File: config.mk
export PLATFORM = sky130hd
export DESIGN_NAME = compress_line_ctrl
export DESIGN_NICKNAME = d
export VERILOG_FILES = /design/src/rtl/compress_line_ctrl.sv
export SDC_FILE = /design/constraint.sdc
export NUM_CORES = 1
export LEC_CHECK = 0
export CAP_MARGIN = 30
export CORE_MARGIN = 2
export CORE_UTILIZATION = 42
export DETAILED_ROUTE_END_ITERATION = 8
export PLACE_DENSITY_LB_ADDON = 0.25
export RECOVER_POWER = 100
export SETUP_SLACK_MARGIN = 0.1
export SYNTH_ARGS = -nofsm -noshare
export SYNTH_HDL_FRONTEND = slang
export SYNTH_SLANG_ARGS = --single-unit
File: constraint.sdc
create_clock -name i_clk -period 3.4 [get_ports i_clk]
set_input_delay 0.68 -clock i_clk [delete_from_list [all_inputs] [get_ports i_clk]]
set_output_delay 0.68 -clock i_clk [all_outputs]
set_load 0.01 [all_outputs]
File: src/rtl/compress_line_ctrl.sv
// compress_line_ctrl
//   Sequencer for a two-stage compressor pipeline (matching + length generation).
//   It takes one CACHE_LINE-bit line per valid/ready handshake and issues it to
//   the matching stage as WIDTH-bit words, low word first. Per-beat lengths and
//   stop flags come back PIPE_LAT cycles after each word. They are accumulated,
//   and the block returns one verdict per line: compressed with its length, or raw.
//
// Ports
//   i_clk, i_reset         clock, synchronous active-high reset
//   i_line_valid/o_line_ready/i_line_data   line intake handshake and payload
//   i_abort                drop the current line (ISSUE/DRAIN only), no verdict
//   o_word, o_word_valid   beat to the matching stage (o_word is 0 when not valid)
//   i_total_length, i_stop_flag   stage-2 result for the returning beat
//   o_done_valid/i_done_ready     verdict handshake
//   o_compressed, o_comp_length   verdict: compressed flag and bits to store
//   o_busy                 controller is not idle
//   o_line_count, o_raw_count     delivered verdicts / delivered raw verdicts (wrap)
module compress_line_ctrl #(
   parameter int unsigned WIDTH      = 64,
   parameter int unsigned CACHE_LINE = 128,
   parameter int unsigned PIPE_LAT   = 2,
   parameter int unsigned CNT_W      = 16
) (
   input  logic                  i_clk,
   input  logic                  i_reset,
   input  logic                  i_line_valid,
   output logic                  o_line_ready,
   input  logic [CACHE_LINE-1:0] i_line_data,
   input  logic                  i_abort,
   output logic [WIDTH-1:0]      o_word,
   output logic                  o_word_valid,
   input  logic [6:0]            i_total_length,
   input  logic                  i_stop_flag,
   output logic                  o_done_valid,
   input  logic                  i_done_ready,
   output logic                  o_compressed,
   output logic [7:0]            o_comp_length,
   output logic                  o_busy,
   output logic [CNT_W-1:0]      o_line_count,
   output logic [CNT_W-1:0]      o_raw_count
);

   localparam int unsigned BEATS  = CACHE_LINE / WIDTH;
   localparam int unsigned BEAT_W = $clog2(BEATS + 1);
   localparam logic [BEAT_W-1:0] LAST_BEAT = BEAT_W'(BEATS);
   localparam logic [7:0] RAW_LEN = 8'(CACHE_LINE);

   typedef enum logic [1:0] {StIdle, StIssue, StDrain, StDone} state_t;

   state_t                state;
   logic [CACHE_LINE-1:0] line;       // remaining words, next word in the low bits
   logic [BEAT_W-1:0]     beat;       // words issued so far
   logic [BEAT_W-1:0]     rx;         // stage-2 results received so far
   logic [7:0]            acc;
   logic                  stop_sticky;
   logic [PIPE_LAT-1:0]   lat_sr;     // tracks issued beats until their result returns

   logic              tap_live;
   logic [8:0]        acc_sum;
   logic [7:0]        acc_nxt;
   logic              stop_nxt;
   logic [BEAT_W-1:0] rx_nxt;
   logic              comp_nxt;

   // Fold the returning beat in combinationally so that a tap landing on the
   // DRAIN->DONE transition still counts in the verdict.
   always_comb begin
      tap_live = lat_sr[PIPE_LAT-1] && (state == StIssue || state == StDrain);
      acc_sum  = {1'b0, acc} + {2'b00, i_total_length};
      acc_nxt  = acc;
      stop_nxt = stop_sticky;
      rx_nxt   = rx;
      if (tap_live) begin
         acc_nxt  = acc_sum[8] ? 8'hff : acc_sum[7:0];
         stop_nxt = stop_sticky | i_stop_flag;
         rx_nxt   = rx + BEAT_W'(1);
      end
      comp_nxt = !stop_nxt && (32'(acc_nxt) < CACHE_LINE);
   end

   assign o_line_ready = (state == StIdle);
   assign o_busy       = (state != StIdle);

   always_ff @(posedge i_clk) begin
      if (i_reset) begin
         state         <= StIdle;
         line          <= '0;
         beat          <= '0;
         rx            <= '0;
         acc           <= '0;
         stop_sticky   <= 1'b0;
         lat_sr        <= '0;
         o_word        <= '0;
         o_word_valid  <= 1'b0;
         o_done_valid  <= 1'b0;
         o_compressed  <= 1'b0;
         o_comp_length <= '0;
         o_line_count  <= '0;
         o_raw_count   <= '0;
      end else begin
         lat_sr[0] <= o_word_valid;
         for (int i = 1; i < PIPE_LAT; i++) begin
            lat_sr[i] <= lat_sr[i-1];
         end
         if (state == StIssue || state == StDrain) begin
            acc         <= acc_nxt;
            stop_sticky <= stop_nxt;
            rx          <= rx_nxt;
         end

         unique case (state)
            StIdle: begin
               if (i_line_valid) begin
                  o_word       <= i_line_data[WIDTH-1:0];
                  o_word_valid <= 1'b1;
                  line         <= i_line_data >> WIDTH;
                  beat         <= BEAT_W'(1);
                  acc          <= '0;
                  stop_sticky  <= 1'b0;
                  rx           <= '0;
                  state        <= StIssue;
               end
            end
            StIssue: begin
               if (i_abort) begin
                  // Clearing the tracker makes the aborted beats' returns invisible.
                  o_word       <= '0;
                  o_word_valid <= 1'b0;
                  lat_sr       <= '0;
                  state        <= StIdle;
               end else if (beat == LAST_BEAT) begin
                  o_word       <= '0;
                  o_word_valid <= 1'b0;
                  state        <= StDrain;
               end else begin
                  o_word <= line[WIDTH-1:0];
                  line   <= line >> WIDTH;
                  beat   <= beat + BEAT_W'(1);
               end
            end
            StDrain: begin
               if (i_abort) begin
                  lat_sr <= '0;
                  state  <= StIdle;
               end else if (rx_nxt == LAST_BEAT) begin
                  o_done_valid  <= 1'b1;
                  o_compressed  <= comp_nxt;
                  o_comp_length <= comp_nxt ? acc_nxt : RAW_LEN;
                  state         <= StDone;
               end
            end
            StDone: begin
               if (i_done_ready) begin
                  o_done_valid <= 1'b0;
                  o_line_count <= o_line_count + CNT_W'(1);
                  if (!o_compressed) begin
                     o_raw_count <= o_raw_count + CNT_W'(1);
                  end
                  state <= StIdle;
               end
            end
            default: state <= StIdle;
         endcase
      end
   end

endmodule

==> metrics.csv <==
metric;value;unit
status;finished, final reports clean;
post-synthesis compound-gate area fraction;0.205;
htree depth;4;
unrepaired setup endpoints after global routing;no;
Clk Latency, worst-skew pair;430;ps
placed insts;1234;
switching power;1540;uW
DRC Markers;0;
Area growth, synth to finish;42.6;%
Post-Syn Instances;813;
Min Clock Period, post-route;2870;ps
Required @ worst endpoint;3700;ps
clock share of power;0.365;
CTS Hold Bufs;0;
site row count;48;
share of layout cells above drive strength 1;0.0519;
root buffer cell;clkbuf_16;
largest fanout on the critical path;4;
via count;6896;
Setup CP Type;input port to register;
slowest CP cell;dlygate4sd3_1;
Slew HR;0.408;
grt ovf;0;
post-layout total power;5600;uW
vias per cell;5.45;
total core area;17400;sq um
slew of the pin with the lowest slew margin;882;ps
multiplexer area fraction after synthesis;0.00552;
register bit total from synthesis;188;
Net Sw Frac;0.275;
Finish-stage setup viols;0;
Highest Clock Rate;0.348;GHz
n_diodes;0;
largest net degree at the start of global routing;107;
DRT iter0 DRCs;438;
Final TNS setup;0;ps
main combinational cell family by area after synthesis;compound AO/OA/AOI/OAI gates;
design area;10700;sq um
Final Cycle Share;0.844;
I/O Buffers;249;
CTS tree;built;
Syn Nets;969;
clock tree buffer depth;2;
Worst Path Buf+Inv;1;
xor-xnor portion of the synthesized cell area;0.0340;
post-DP HPWL;14.0;mm
DRT Pass-1 Iters;5;
Synth Area per Inst;9.20;sq um
total wire length;21.4;mm
Final Hold Viols;0;
Hold WC Path Type;register to register;
Placer Congestion;0.817;
final std cells w/o fill;1266;
CP Launch Type;input port;
Max IR drop VDD;0.392;mV
Die W;137;um
placed cell area;10100;sq um
Lkg Pwr;0.00423;uW
first-pass GRT wire length;33.1;mm
synth warn;0;
power density cells;525;nW/um^2
post-synth cell types;52;
Sink Count;188;
Slew Limit Fails;0;
Worst-path clk slew;70;ps
Flop pwr share;0.441;
post-CTS setup buffer count;0;
CTS resizes;0;
Die Area;18900;sq um
Crit. End Element;register;
initial antenna violation count;0;
Adder-Cell Fraction of Synth Area;0.0261;
Pint;4060;uW
vias in the first global route;6581;
Initial Util;0.431;
All-Layer GR Usage;0.223;
Synth Flop Type;dfxtp_1;
Post-synth ARST share;0;
post-synthesis sequential area ratio;0.503;
Die Ht;137;um
# nets final;1184;
simple-gate share of the synthesized area;0.186;
clock skew;10.5;ps
delay-heaviest family, CP;compound AO/OA/AOI/OAI gates;
combinational power share;0.194;
CP peak stage delay;540;ps
cells along the critical path;dlygate4sd3_1 -> ha_1 -> fa_1 -> a21o_1 -> a221o_1 -> or3_1 -> a32oi_1 -> o31ai_2;
IO Pins;250;
WL/cell;16.9;um
max cap viols;0;
Post-synth EDFFs;0;
WP data arrival;3170;ps
antenna-violating nets left;0;
synthesized area;7480;sq um
CTS buffer count;17;
synthesized netlist by cell type, types with 12 or more instances:
cell type  instances  area share
xnor2_1           18       0.021
o21ai_0           12      0.0080
nor3_1            44       0.029
a21oi_1           26       0.017
a222oi_1          27       0.036
nand2_1           26       0.013
clkbuf_1          52       0.026
inv_1             12      0.0060
a221oi_1          38       0.045
ha_1              14       0.023
nor2_1           171       0.086
dfxtp_1          188        0.50
a22oi_1           65       0.065
worst register-to-register path, delay by kind of cell (launching register included):
kind	cells	cell delay, ps
AND/OR/NAND/NOR	2	370
buffers and inverters	2	700
AO/OA/AOI/OAI	2	870
adder cells (fa/ha/maj)	1	260
flip-flops	1	400
metrics by stage:
stage	hold slack (ps)	util	setup slack (ps)
final	442	0.614	530
after global routing	469	0.614	395
after CTS	442	0.619	745
after detailed placement	421	0.584	280
after global placement	417	0.584	316
after floorplan	406	-	829
worst paths after layout:
kind                          start          endpoint  slack [ps]  cells past startpoint
hold reg to reg           lat_sr[0]         lat_sr[1]         440                      1
setup reg to reg           state[1]         o_word[0]         720                      7
setup / recovery  i_total_length[0]  o_comp_length[6]         530                      8
hold / removal            lat_sr[0]         lat_sr[1]         440                      1
logic make-up after synthesis:
kind of cell             after synthesis
adder cells (fa/ha/maj)               15
XOR/XNOR                              29
multiplexers                           4
buffers and inverters                 76
AO/OA/AOI/OAI                        197
flip-flops                           188
AND/OR/NAND/NOR                      304
layer usage:
layer,vias up,wire length (um),global-route usage
li1,3413,-,-
met1,3220,8850,0.268
met2,231,10100,0.362
met3,32,1870,0.0854
met4,0,523,0.0790
met5,-,0,0
layout by cell type (no fill, tap or decap), types with 3 or more instances in the layout:
cell and n:
dfxtp_1 188, nor2_1 170, clkdlybuf4s50_1 136, dlygate4sd3_1 112, a22oi_1 65, nor3_1 44, a221oi_1 38, a222oi_1 27
a21oi_1 26, nand2_1 25, xnor2_1 18, clkbuf_16 17, o21ai_0 14, ha_1 14, inv_1 12, xor2_1 11
nand3_1 10, nand4_1 9, or3_1 8, nor4_1 8, buf_4 7, nand2b_1 6, o31ai_1 6, and2_0 4
a21o_1 4, clkbuf_8 4, inv_6 4, mux2i_1 3, nor2b_1 3, and3_1 3, o22ai_1 3
area by class of cell:
type / count / area (sq um)
Fill cell: 1542 / 6690
Sequential cell: 188 / 3760
Multi-Input combinational cell: 549 / 3390
Timing Repair Buffer: 260 / 2580
Clock buffer: 22 / 484
Tap cell: 225 / 282
Clock inverter: 10 / 125
Inverter: 12 / 45.0
state kept, by name (all words and copies together) (netlist names), 8 cells and up:
register,count
line,64
o_line_count,16
acc,8
o_comp_length,8
o_raw_count,16
o_word,64
power groups by stage:
stage	sequential, uW	combinational (uW)	clock (uW)
2_1_floorplan	2550	547	0
3_3_place_gp	2520	1130	0
3_5_place_dp	2520	1140	0
4_1_cts	2470	1150	2090
5_1_grt	2490	1190	2170
6_report	2470	1090	2040
Power figures use the tool's default switching activity.
